File: src/rtl/md_rr_sel_ctrl.sv
// md_rr_sel_ctrl
//
// Round-robin select controller in front of a 4-bit 4:1 select mux.
// It picks one of four requesting sources and drives the mux select.
// One cycle later it captures the mux output into a valid/ready output
// register and pulses a one-hot ack back to the granted source.
//
// Build option:
//   MD_RR_FAIR_EN  defined   -> round-robin arbitration starting after last_grant
//                  undefined -> fixed priority, channel 0 highest, channel 3 lowest
//
// Ports:
//   clk        in   1  rising-edge clock
//   rst_n      in   1  asynchronous active-low reset
//   req        in   4  per-channel request, bit i = source i has data on mux input i
//   sel        out  2  registered mux select (0=a, 1=b, 2=c, 3=d)
//   mux_y      in   4  combinational mux output for the current sel
//   out_data   out  4  captured data word
//   out_valid  out  1  out_data holds an unconsumed word
//   out_ready  in   1  consumer takes out_data when out_valid is high
//   ack        out  4  one-hot single-cycle pulse for the captured channel
//
// state  | meaning
// IDLE   | no word in flight; waiting for any req
// SAMPLE | sel is stable, mux_y settles; captured at the end of this cycle
// HOLD   | out_data valid; waiting for out_ready, then re-arbitrate or idle

module md_rr_sel_ctrl (
    input  logic       clk,
    input  logic       rst_n,
    input  logic [3:0] req,
    output logic [1:0] sel,
    input  logic [3:0] mux_y,
    output logic [3:0] out_data,
    output logic       out_valid,
    input  logic       out_ready,
    output logic [3:0] ack
);

    typedef enum logic [1:0] {
        IDLE   = 2'd0,
        SAMPLE = 2'd1,
        HOLD   = 2'd2
    } state_t;

    state_t     state, state_nxt;
    logic [1:0] sel_nxt;
    logic [3:0] data_nxt;
    logic       valid_nxt;
    logic [3:0] ack_nxt;
    logic [1:0] winner;

`ifdef MD_RR_FAIR_EN
    logic [1:0] last_grant, last_grant_nxt;

    // Search last+1 .. last+4; the 2-bit sum wraps 3->0, and the +4 step
    // lands back on last so a lone requester can win repeatedly.
    function automatic logic [1:0] pick(input logic [3:0] r, input logic [1:0] last);
        logic [1:0] idx;
        logic [1:0] win;
        logic       found;
        win   = 2'd0;
        found = 1'b0;
        for (int k = 1; k <= 4; k++) begin
            idx = last + 2'(k);
            if (!found && r[idx]) begin
                win   = idx;
                found = 1'b1;
            end
        end
        return win;
    endfunction

    assign winner = pick(req, last_grant);
`else
    function automatic logic [1:0] pick(input logic [3:0] r);
        logic [1:0] win;
        if (r[0])      win = 2'd0;
        else if (r[1]) win = 2'd1;
        else if (r[2]) win = 2'd2;
        else if (r[3]) win = 2'd3;
        else           win = 2'd0;
        return win;
    endfunction

    assign winner = pick(req);
`endif

    always_comb begin
        state_nxt = state;
        sel_nxt   = sel;
        data_nxt  = out_data;
        valid_nxt = out_valid;
        ack_nxt   = 4'b0000;
`ifdef MD_RR_FAIR_EN
        last_grant_nxt = last_grant;
`endif
        case (state)
            IDLE: begin
                if (req != 4'b0000) begin
                    sel_nxt   = winner;
`ifdef MD_RR_FAIR_EN
                    last_grant_nxt = winner;
`endif
                    state_nxt = SAMPLE;
                end
            end
            SAMPLE: begin
                // req is deliberately not re-checked: the grant is committed.
                data_nxt  = mux_y;
                valid_nxt = 1'b1;
                ack_nxt   = 4'b0001 << sel;
                state_nxt = HOLD;
            end
            HOLD: begin
                if (out_ready) begin
                    valid_nxt = 1'b0;
                    if (req != 4'b0000) begin
                        sel_nxt   = winner;
`ifdef MD_RR_FAIR_EN
                        last_grant_nxt = winner;
`endif
                        state_nxt = SAMPLE;
                    end else begin
                        state_nxt = IDLE;
                    end
                end
            end
            default: begin
                state_nxt = IDLE;
                valid_nxt = 1'b0;
            end
        endcase
    end

    always_ff @(posedge clk or negedge rst_n) begin
        if (!rst_n) begin
            state     <= IDLE;
            sel       <= 2'b00;
            out_data  <= 4'h0;
            out_valid <= 1'b0;
            ack       <= 4'b0000;
        end else begin
            state     <= state_nxt;
            sel       <= sel_nxt;
            out_data  <= data_nxt;
            out_valid <= valid_nxt;
            ack       <= ack_nxt;
        end
    end

`ifdef MD_RR_FAIR_EN
    // Reset to 3 so the first search starts at channel 0.
    always_ff @(posedge clk or negedge rst_n) begin
        if (!rst_n) last_grant <= 2'b11;
        else        last_grant <= last_grant_nxt;
    end
`endif

endmodule
File: config.mk
export PLATFORM = sky130hd
export DESIGN_NAME = md_rr_sel_ctrl
export DESIGN_NICKNAME = d
export VERILOG_FILES = /design/src/rtl/md_rr_sel_ctrl.sv
export SDC_FILE = /design/constraint.sdc
export NUM_CORES = 1
export LEC_CHECK = 0
export CORE_MARGIN = 4
export CORE_UTILIZATION = 32
export CTS_CLUSTER_DIAMETER = 150
export DETAILED_ROUTE_END_ITERATION = 6
export PLACE_DENSITY = 0.65
export SYNTH_ARGS = -nofsm -noshare
export SYNTH_HDL_FRONTEND = slang
export SYNTH_SLANG_ARGS = --single-unit
export TNS_END_PERCENT = 1
File: constraint.sdc
create_clock -name clk -period 1.1 [get_ports clk]
set_input_delay 0.22 -clock clk [delete_from_list [all_inputs] [get_ports clk]]
set_output_delay 0.22 -clock clk [all_outputs]
set_load 0.005 [all_outputs]
Yosys cells after proc, flatten, opt, wreduce, memory -nomap -nowiden
Index checks and enable logic that the tools add are counted.

Reductions and logical operators: 6. Multipliers: 0. Multiplexer cells: 14. Add/sub/neg operators: 0. Order comparisons: 0. Bitwise operators: 1. Shifts and indexed selects: 1. Div/mod/pow operators: 0. Equality and inequality tests: 4.

Operators with widths (number): $mux 2 (8); $pmux 2 s3 (1); $reduce_and 2->1 (3); $mux 4 (1); $ne 2x2->1 const B (2); $pmux 2 s2 (1); $reduce_bool 4->1 (1); $shl 1x2->4 const A (1); $pmux 1 s3 (1); $eq 2x1->1 const B (1); $eq 2x2->1 const B (1); $logic_not 2->1 (1); $mux 1 (2); $reduce_bool 2->1 (1); $not 1->1 (1).

Logic and storage cells: 31. Output and inout bits: 11. Bits in writable memories: 0. Memories: 0. Input bits: 11. Flip-flop bits (word level): 13. Bits in latches: 0. Bits in read-only memories: 0.

Depth between registers and ports, before layout
Depth after elaboration: 7. Gate-level depth with buffers: 4. Gate-level depth less buffers: 3.

Worst setup path after synthesis
No wires, ideal clock.

Kind: register to register. Start point: register state[0]. End point: register out_data[0]. Clock period less this slack: 1098 ps. Setup time: 125 ps. Buffers on the path: 1. Required time: 975 ps. Cell stages (with the launch flop): 4. Path slack: 2 ps. Arrival time: 973 ps. Path through: dfrtp_1 > nor2b_4 > buf_6 > mux2_4.

Cells in the longest elaborated chain, start to end: 1.

Ends and longest elaborated chain: start: declaration (RTL line 46) `state_t state, state_nxt;`; start signal: assignment (RTL line 144) `state <= state_nxt;`; $eq 2x1->1 (RTL line 98) `case (state)`; end signal: assignment (RTL line 146) `out_data <= data_nxt;`; end: declaration (RTL line 34) `output logic [3:0] out_data,`.

Every way passes these cells. A chain may end at the register's enable or synchronous reset.

Worst setup path in the final report
Start point: register state[1]. End point: register out_data[0].

The elaborated chain is that of the path after synthesis.

==> results.md <==
- Area growth from synthesis to layout: 54.3%
- Floorplan die height: 49.1 um
- Starting density of the core: 35.0%
- ANT cells: 0
- Most frequent cell after synthesis: sky130_fd_sc_hd__dfrtp_1
- Synthesized cell area: 539 um^2
- Count of input and output buffers: 21
- Unique cell type count in the Yosys netlist: 17
- End of the worst register-to-register path: out_data[0]
- Via/cell ratio: 4.84
- Worst slew margin: 86.4%
- Fraction of layout cells with a size suffix above 1: 35.1%
- Top-level port count: 22
- PD cells: 2570 nW/um^2
- Number of routed nets with antenna violations: 0
- Result of the run: finished clean
- Peak ir drop on the vdd network: 1.01 mV
- Area contributors post-synth: sky130_fd_sc_hd__dfrtp_1 60%, sky130_fd_sc_hd__mux2_4 11%, sky130_fd_sc_hd__nor2_1 3.5%
- Std-Cell Core Area: 1540 um^2
- Cell taking the most area after synthesis: sky130_fd_sc_hd__dfrtp_1
- Launch point of the worst reg-to-reg path: state[1]
- Number of sinks on the clock net: 13
- Minimum setup slack among reg-to-reg paths: 0.04 ns
- Instance count of the mapped netlist: 40
- DR WL met3: 79 um
- Critical path class: flip-flop to flip-flop
- Final core area utilization: 54.0%
- Global-route wire length before repair: 1.98 mm
- Clock latency reported for the late side of the worst-skew pair: 0.26 ns
- Setup violation total in the final timing report: 0
- Remaining Overflow, GRT: 0
- Class of the most critical hold timing path: input pin to async pin
- Portion of the post-synthesis area used by sequential elements: 60.3%
- First-pass iteration count of the detailed router: 3
- Floorplan row count: 14
- Unrepaired setup endpoints after global routing: true
- Critical Path End Type: flip-flop
- Hold Vio Cnt, Final: 0
- Ys async rst share: 100%
- Primary FF master, synth: sky130_fd_sc_hd__dfrtp_1
- H-Tree Level Count: 1
- Met2 WL: 522 um
- Largest fanout of any net on the critical path: 5
- Detailed placement HPWL: 832 um
- EDFF count, synth: 0
- CTS Root Buffer Type: sky130_fd_sc_hd__clkbuf_4
- Yosys warnings: 0
- Register bit total from synthesis: 13
- Worst setup skew after layout: 0.00396 ns
- Total wirelength of the detailed-routed design: 1.08 mm
- Number of CTS-inserted buffers: 3
- M1 wire length: 462 um
- Clock tree from TritonCTS: yes
- Overall via count from detail_route: 436
- Final RePlAce weighted congestion: 0.724
- Total placed instance area: 803 um^2
- CP Data Required Time: 1.25 ns
- Worst Reg2Reg Path Length in Cells: 2
- Final max-slew violation count: 0
- Syn nets: 51
- Max Used Layer: met4
- Clock-pin slew of the registers on the worst-case setup and hold paths: 0.08 ns
- Achievable clock frequency: 940 MHz
- Final period utilization: 96.8%
- Drt wl/cell: 12.0 um
- Largest net degree at the start of global routing: 14
- DRC errors left: 0
- Endpoint arrival time on the critical path: 1.21 ns
- Most used standard cells in the synthesized netlist: 13 x sky130_fd_sc_hd__dfrtp_1, 5 x sky130_fd_sc_hd__nor2_1, 4 x sky130_fd_sc_hd__mux2_4
- Post-synthesis average cell area: 13.5 um^2
- Number of antenna violations at the first check in global routing: 0
- Min Clock Period, post-route: 1.06 ns
- Design area: 832 um^2
- Number of max-cap violations: 0
- Die Outline Area: 2410 um^2
- Tot GR Track Use: 10.5%
- Static leakage: 0.427 nW
- Top-area cell type share of the netlist area: 60.3%
- Violation count after the first detailed-routing iteration: 1
- Nets: 86
- Critical path startpoint category: flip-flop
- Maximum root-to-sink buffer count: 2
- Cts-stage hold buffer count: 0
- Die extent in x: 49.1 um
- Transition time at the pin with the least slew margin: 0.203 ns
- Via count of the first global-routing pass: 436
-- layout make-up --
type / count / area, um^2
Fill cell: 142 / 709
Sequential cell: 13 / 325
Timing Repair Buffer: 31 / 258
Multi-Input combinational cell: 24 / 195
Clock buffer: 4 / 26.3
Tap cell: 16 / 20.0
Inverter: 2 / 7.51
-- worst max path at each step --
stage / startpoint / endpoint / depth (start not counted)
6_report: state[1] / out_data[0] / 2
5_1_grt: state[1] / out_data[0] / 2
4_1_cts: sel[1] / sel[1] / 1
3_5_place_dp: out_ready / sel[0] / 4
3_3_place_gp: out_ready / sel[1] / 4
2_1_floorplan: state[0] / out_data[0] / 3
-- layout by cell type, fill, tap and decap left out, types with 2 or more instances in the layout --
master,instances
sky130_fd_sc_hd__dfrtp_1,13
sky130_fd_sc_hd__buf_4,10
sky130_fd_sc_hd__clkdlybuf4s50_1,9
sky130_fd_sc_hd__clkbuf_2,6
sky130_fd_sc_hd__nor2_1,5
sky130_fd_sc_hd__clkdlybuf4s15_1,5
sky130_fd_sc_hd__mux2_4,4
sky130_fd_sc_hd__clkbuf_4,3
sky130_fd_sc_hd__inv_1,2
sky130_fd_sc_hd__a21oi_1,2
sky130_fd_sc_hd__a211oi_1,2
sky130_fd_sc_hd__o22a_1,2
-- repair_timing --
| item | in CTS | in global routing |
|---|---|---|
| buffers inserted | 3 | 1 |
| resized for setup | 22 | 7 |
| endpoints found under the setup margin | 11 | 9 |
-- metal layers --
metal  track usage [%]  vias up
met5                 0        -
met3              3.36        2
li1                  -      210
met4              5.38        0
met1              12.4      207
met2              17.0       17
-- critical path, cell delays in order, from the launching register on --
cell                      delay, ns
sky130_fd_sc_hd__dfrtp_1       0.41
sky130_fd_sc_hd__nor2b_4       0.22
sky130_fd_sc_hd__mux2_4        0.32
-- power breakdown --
part	leakage, nW	switching, mW	total [mW]	internal (mW)
Clock	0.0150	0.141	0.281	0.140
Combinational	0.251	0.392	1.07	0.683
Sequential	0.161	0.0976	0.786	0.688
Total	0.427	0.630	2.14	1.51
-- sequential cells by signal, summed over array words and instances (netlist names) --
| register | cells |
|---|---|
| out_valid | 1 |
| sel | 2 |
| state | 2 |
| out_data | 4 |
| ack | 4 |
-- logic make-up after synthesis --
group           Yosys count  share of synthesized area, %
flops                    13                          60.3
compound gates           10                          13.2
simple gates             10                          11.8
mux                       4                          11.1
buf+inv                   3                          3.48
-- per-stage QoR --
| stage | std cells | setup WS [ns] | setup TNS, ns | total power [mW] | hold WS (ns) |
|---|---|---|---|---|---|
| floorplan | 40 | 0.00233 | 0 | 1.34 | -0.0756 |
| global placement | 82 | -0.207 | -0.494 | 1.90 | 0.462 |
| detailed placement | 82 | -0.241 | -0.573 | 1.92 | 0.476 |
| CTS | 89 | 0.0129 | 0 | 2.20 | 0.251 |
| global route | 90 | -0.00796 | -0.00796 | 2.32 | 0.258 |
| finish | 90 | 0.0356 | 0 | 2.14 | 0.252 |
(Power assumes the default switching activity.)
